[src/rtl/ltsm_sb_pkg.sv]
// Sideband message codes shared by the LTSM substate blocks, plus the state
// encoding used by the single-exchange handshake responders.
package ltsm_sb_pkg;

    localparam logic [3:0] SB_MSG_NONE              = 4'd0;
    localparam logic [3:0] SB_TRAINERROR_ENTRY_REQ  = 4'd15;
    localparam logic [3:0] SB_TRAINERROR_ENTRY_RESP = 4'd14;

    typedef enum logic [2:0] {
        HS_IDLE,
        HS_WAIT_REQ,
        HS_DEFER,
        HS_SEND_RESP,
        HS_DONE,
        HS_TIMEOUT
    } hs_state_e;

    // The sideband transmitter is usable only when it is idle and the local TX
    // handshake is not holding it.
    function automatic logic sb_bus_free(input logic sb_busy, input logic tx_valid);
        return !sb_busy && !tx_valid;
    endfunction

endpackage

[src/rtl/ltsm_hs_timeout_cnt.sv]
// Saturating progress counter for sideband handshakes: raises o_tc while the
// count sits at LIMIT-1. LIMIT of 0 disables the terminal flag.
module ltsm_hs_timeout_cnt #(
    parameter int W     = 20,
    parameter int LIMIT = 800000
) (
    input  logic i_clk,
    input  logic i_rst,
    input  logic i_clr,
    input  logic i_en,
    output logic o_tc
);

    localparam logic [W-1:0] TERM = (LIMIT == 0) ? {W{1'b1}} : W'(LIMIT - 1);

    logic [W-1:0] cnt;

    // Clear dominates enable; the count parks at TERM instead of wrapping.
    always_ff @(posedge i_clk) begin
        if (i_rst || i_clr) begin
            cnt <= '0;
        end else if (i_en && (cnt != TERM)) begin
            cnt <= cnt + W'(1);
        end
    end

    assign o_tc = (LIMIT != 0) && (cnt == TERM);

endmodule

[src/rtl/ltsm_rx_hs_responder.sv]
// RX-side sideband responder: answers the partner's REQ_MSG with RESP_MSG,
// yielding the bus to local TX, counting exchanges and watching for a stall.
module ltsm_rx_hs_responder
    import ltsm_sb_pkg::*;
#(
    parameter int                      SB_MSG_WIDTH   = 4,
    parameter logic [SB_MSG_WIDTH-1:0] REQ_MSG        = SB_MSG_WIDTH'(SB_TRAINERROR_ENTRY_REQ),
    parameter logic [SB_MSG_WIDTH-1:0] RESP_MSG       = SB_MSG_WIDTH'(SB_TRAINERROR_ENTRY_RESP),
    parameter int                      N_HS           = 1,
    parameter int                      CNT_W          = 4,
    parameter int                      TIMEOUT_CYCLES = 800000,
    parameter int                      TO_W           = 20
) (
    input  logic                    i_clk,
    input  logic                    i_rst,
    input  logic                    i_en,
    input  logic                    i_sb_msg_valid,
    input  logic [SB_MSG_WIDTH-1:0] i_decoded_SB_msg,
    input  logic                    i_sb_busy,
    input  logic                    i_sb_busy_fall,
    input  logic                    i_tx_valid,
    output logic [SB_MSG_WIDTH-1:0] o_encoded_SB_msg,
    output logic                    o_valid,
    output logic                    o_done,
    output logic                    o_timeout,
    output logic [CNT_W-1:0]        o_hs_count
);

    localparam logic [CNT_W-1:0] N_HS_C = CNT_W'(N_HS);

    hs_state_e                 state, state_next;
    logic                      retry, retry_next;
    logic                      valid_next, done_next, timeout_next;
    logic [SB_MSG_WIDTH-1:0]   msg_next;
    logic [CNT_W-1:0]          count_next;
    logic                      accept, bus_free, counting, expire;
    logic                      to_clr, to_en, to_tc;

    assign accept   = i_sb_msg_valid && (i_decoded_SB_msg == REQ_MSG);
    assign bus_free = sb_bus_free(i_sb_busy, i_tx_valid);
    assign counting = state inside {HS_WAIT_REQ, HS_DEFER, HS_SEND_RESP};
    // A fresh request at the terminal count still counts as progress.
    assign expire   = to_tc && counting && !(accept && (state == HS_WAIT_REQ));

    ltsm_hs_timeout_cnt #(
        .W     (TO_W),
        .LIMIT (TIMEOUT_CYCLES)
    ) u_timeout_cnt (
        .i_clk (i_clk),
        .i_rst (i_rst),
        .i_clr (to_clr),
        .i_en  (to_en),
        .o_tc  (to_tc)
    );

    always_ff @(posedge i_clk) begin
        if (i_rst) begin
            state            <= HS_IDLE;
            retry            <= 1'b0;
            o_valid          <= 1'b0;
            o_encoded_SB_msg <= '0;
            o_done           <= 1'b0;
            o_timeout        <= 1'b0;
            o_hs_count       <= '0;
        end else begin
            state            <= state_next;
            retry            <= retry_next;
            o_valid          <= valid_next;
            o_encoded_SB_msg <= msg_next;
            o_done           <= done_next;
            o_timeout        <= timeout_next;
            o_hs_count       <= count_next;
        end
    end

    // In SEND_RESP, a low o_valid means the message has left the bus and the
    // exchange is being retired; retry marks a re-answer issued from DONE.
    always_comb begin
        state_next   = state;
        retry_next   = retry;
        valid_next   = o_valid;
        msg_next     = o_encoded_SB_msg;
        done_next    = o_done;
        timeout_next = o_timeout;
        count_next   = o_hs_count;
        to_clr       = 1'b0;
        to_en        = counting;

        if (!i_en) begin
            state_next   = HS_IDLE;
            retry_next   = 1'b0;
            valid_next   = 1'b0;
            msg_next     = '0;
            done_next    = 1'b0;
            timeout_next = 1'b0;
            count_next   = '0;
            to_clr       = 1'b1;
        end else if (expire) begin
            state_next   = HS_TIMEOUT;
            timeout_next = 1'b1;
            valid_next   = 1'b0;
            msg_next     = '0;
        end else begin
            case (state)
                HS_IDLE: begin
                    to_clr     = 1'b1;
                    state_next = HS_WAIT_REQ;
                end
                HS_WAIT_REQ, HS_DONE: begin
                    if (accept) begin
                        to_clr     = 1'b1;
                        retry_next = (state == HS_DONE);
                        msg_next   = RESP_MSG;
                        if (bus_free) begin
                            state_next = HS_SEND_RESP;
                            valid_next = 1'b1;
                        end else begin
                            state_next = HS_DEFER;
                        end
                    end
                end
                HS_DEFER: begin
                    if (bus_free) begin
                        state_next = HS_SEND_RESP;
                        valid_next = 1'b1;
                    end
                end
                HS_SEND_RESP: begin
                    if (o_valid) begin
                        if (i_sb_busy_fall) begin
                            valid_next = 1'b0;
                            msg_next   = '0;
                        end
                    end else if (retry) begin
                        state_next = HS_DONE;
                        retry_next = 1'b0;
                        to_clr     = 1'b1;
                    end else begin
                        count_next = (o_hs_count == N_HS_C) ? o_hs_count : o_hs_count + CNT_W'(1);
                        if (count_next == N_HS_C) begin
                            state_next = HS_DONE;
                            done_next  = 1'b1;
                            to_clr     = 1'b1;
                        end else begin
                            state_next = HS_WAIT_REQ;
                        end
                    end
                end
                HS_TIMEOUT: begin
                end
                default: state_next = HS_IDLE;
            endcase
        end
    end

endmodule

[config.mk]
export PLATFORM = sky130hd
export DESIGN_NAME = ltsm_rx_hs_responder
export DESIGN_NICKNAME = d
export VERILOG_FILES = /design/src/rtl/ltsm_sb_pkg.sv /design/src/rtl/ltsm_hs_timeout_cnt.sv /design/src/rtl/ltsm_rx_hs_responder.sv
export SDC_FILE = /design/constraint.sdc
export NUM_CORES = 1
export LEC_CHECK = 0
export CAP_MARGIN = 20
export CORE_MARGIN = 2
export CORE_UTILIZATION = 56
export DETAILED_ROUTE_END_ITERATION = 8
export HOLD_SLACK_MARGIN = 0.05
export PLACE_DENSITY = 0.86
export SETUP_SLACK_MARGIN = 0.05
export SYNTH_ARGS = -nofsm -noshare
export SYNTH_HDL_FRONTEND = slang
export SYNTH_HIERARCHICAL = 1
export SYNTH_SLANG_ARGS = --single-unit
[constraint.sdc]
create_clock -name i_clk -period 2.95 [get_ports i_clk]
set_input_delay 0.4425 -clock i_clk [delete_from_list [all_inputs] [get_ports i_clk]]
set_output_delay 0.4425 -clock i_clk [all_outputs]
set_load 0.02 [all_outputs]
==> results.md <==
- Synth warn: 6
- Routed wire length: roughly 4300 microns
- Worst VDD drop: approximately 230 uV
- Clock transition at path regs: roughly 100 ps
- Gpl congestion: approximately 0.84
- #FFs+latches synth: 32
- 1st-iter DRT viols: between 100 and 150
- Main synth FF type: dfxtp_1
- Final Hold Viols: 0
- CTS Buf Count: 5
- Top cell type's share of synthesized area: a little under a third
- Avg Vias per Cell: roughly 6.1
- MaxCap Viol Count: 0
- Max Clk Rate: around 370 MHz
- Final ANT Viol Nets: 0
- Post-synth cell types: 64
- Leak: around 0.00072 uW
- Final min period: around 2700 ps
- Post-synth design cell area: between 0.002 and 0.0025 sq mm
- Starting Density: 59.2%
- Chip height: between 60 and 70 microns
- Die Wd: around 64 microns
- Via count: roughly 1800
- Final HPWL DP: between 3000 and 4000 microns
- Synth Instances: approximately 230
- Final Slew Violations: 0
- TNS Setup: 0 ps
- Synth Net Count: about 250
- CTS tree: done
- Post-DR wirelength/cell: between 10 and 15 microns
- # setup viols final: 0
- Cts hold-fix bufs: 0
- Initial antenna violation count: 0
- Largest cells by area after synthesis: dfxtp_1 32%, a21oi_1 4.0%, nor2_1 3.9%
- Hold Path Stages: 1
- Worst-Margin Slew: about 550 ps
- PD cells: around 340 mW/mm^2
- Die area: 0.00408 sq mm
- R2R Path Start: o_hs_count[0]$_SDFFE_PP0P_
- Drt pass-1 iters: 4
- Setup Skew: ~6.2 ps
- Crit Path Max Fanout: 10
- P&R area growth vs syn: 14.1%
- Port Buf Inserts: 20
- Maximum number of pins on one net before global-route repair: 18
- Placed Area: roughly 0.0022 sq mm
- Register area share after synthesis: about a third
- EDFF count, synth: 0
- RR Endpoint: u_timeout_cnt/cnt[3]$_SDFFE_PP0P_
- Root buffer cell: clkbuf_4
- Core ar.: approximately 0.0034 sq mm
- CP arrival: roughly 3000 ps
- Worst R2R Path Depth: 8
- Syn Area/Cell: 8.61 sq um
- Fin nets: around 270
- CTS Buffer Depth: 2
- Tot GR Track Use: around a quarter
- Register area: 643 sq um
- WP data required: between 3000 and 4000 ps
- Worst slew margin: 63.6%
- Post-synthesis async set-or-reset flop share: 0%
- CP Launch Type: flip-flop
- Crit end category: flip-flop
- Worst hold endpoint: o_timeout$_SDFFE_PP0P_
- Clk sinks: 32
- DRC: 0
- Status: finished, final reports clean
- I/O pin cnt: 22
- Finished Cell Area: roughly 0.0023 sq mm
- Hold Crit Class: flip-flop to flip-flop
- Vias in the first global route: ~1800
- Flop2flop setup slack: between 200 and 300 ps
- Classification of the worst setup path: flip-flop to flip-flop
- Hold Path Origin: o_timeout$_SDFFE_PP0P_
- H-tree Lvls: 2
- Total grt overflow: 0
- N_diodes: 0
- Final period utilization: between 90 and 100%
- RSZ-0062 raised after global routing: false
- Yosys top cell by area: dfxtp_1
- First-pass GRT wire length: between 7000 and 8000 microns
- Num rows: 21
- Worst-skew pair later-pin latency: around 330 ps
- Area of the multi-input gates: about 0.0013 sq mm
- Fillers: between 200 and 300
- Fraction of layout cells with a size suffix above 1: approximately 15%
- Post-CTS Setup Bufs: 0
- Post-synth top cells: 32 x dfxtp_1, 21 x nor2_1, 16 x a21oi_1
- Top-count cell post-synth: dfxtp_1
## final cells by class
| cell class | count | area share [%] |
|---|---|---|
| Timing Repair Buffer | 25 | 10.4 |
| Clock buffer | 8 | 2.57 |
| Sequential cell | 32 | 28.1 |
| Tap cell | 46 | 2.52 |
| Inverter | 4 | 0.656 |
| Multi-Input combinational cell | 185 | 55.8 |
## logic make-up (layout without fill, tap and decap cells)
logic type | after synthesis | in the layout | synth area share, %
AOI/OAI and AO/OA | 60 | 60 | 22.2
DFF | 32 | 32 | 31.9
muxes | 1 | 1 | 0.499
buffers and inverters | 16 | 37 | 4.55
adders and majority gates | 3 | 3 | 1.87
xor gates and xnor gates | 12 | 12 | 5.24
other | 1 | 1 | 0.187
and+or+nand+nor | 108 | 108 | 33.5
## flip-flops by register name (all words and copies together), names as in the netlist
signal and cells:
state 3, o_timeout 1, o_valid 1, o_done 1
o_hs_count 4, o_encoded_SB_msg 1, retry 1, u_timeout_cnt/cnt 20
## critical path, cell delays in order (launching register included)
cell      delay, ps
dfxtp_2         430
ha_1            250
nor2b_1         280
o32ai_4         150
a21oi_1         230
o311ai_2        140
or2_2           400
or4_2           660
nand2_1          80
## metal layers
| layer | wire length (microns) | vias to the layer above | global-route usage [%] |
|---|---|---|---|
| li1 | - | 919 | - |
| met1 | 1890 | 862 | 27.9 |
| met2 | 2170 | 46 | 40.1 |
| met3 | 176 | 10 | 5.11 |
| met4 | 71 | 0 | 10.6 |
| met5 | 0 | - | 0 |
## where the power goes
part / internal (uW) / total, uW / switching (uW)
combinational: 30.5 / 68.6 / 38.1
sequential: 434 / 441 / 6.87
clock: 118 / 263 / 146
total: 582 / 772 / 191
## worst max-delay path by stage
stage,from,to,slack (ps),cells after the start
floorplan,o_hs_count[0]$_SDFFE_PP0P_,u_timeout_cnt/cnt[3]$_SDFFE_PP0P_,240,9
global placement,i_sb_msg_valid,u_timeout_cnt/cnt[3]$_SDFFE_PP0P_,280,8
detailed placement,o_hs_count[0]$_SDFFE_PP0P_,u_timeout_cnt/cnt[3]$_SDFFE_PP0P_,250,8
CTS,o_hs_count[0]$_SDFFE_PP0P_,u_timeout_cnt/cnt[3]$_SDFFE_PP0P_,170,8
global route,o_hs_count[0]$_SDFFE_PP0P_,u_timeout_cnt/cnt[3]$_SDFFE_PP0P_,120,8
finish,o_hs_count[0]$_SDFFE_PP0P_,u_timeout_cnt/cnt[3]$_SDFFE_PP0P_,270,8
## placed cells by master (no fill, tap or decap), drive strengths merged, types with 7 or more instances in the layout
master	n
o21ai	12
xor2	9
nand2b	7
a21oi	16
nor2	21
dfxtp	32
clkdlybuf4s50	20
nor4	8
nand2	14
clkbuf	8
nand3	14
## through the flow
stage | total power (uW) | std cells | hold WS (ps) | worst slack, ps | utilization, %
detailed placement | 518 | 292 | 465 | 251 | 65.6
global route | 811 | 300 | 531 | 119 | 67.5
finish | 772 | 300 | 494 | 269 | 67.5
global placement | 517 | 292 | 467 | 277 | 65.6
floorplan | 496 | 233 | 458 | 241 | -
CTS | 780 | 300 | 496 | 168 | 67.4
## timing repair
item,4_1_cts,5_1_grt
gates resized for setup,0,3
setup endpoints to repair,0,1
hold endpoints to repair,0,0
Power figures use the tool's default switching activity.
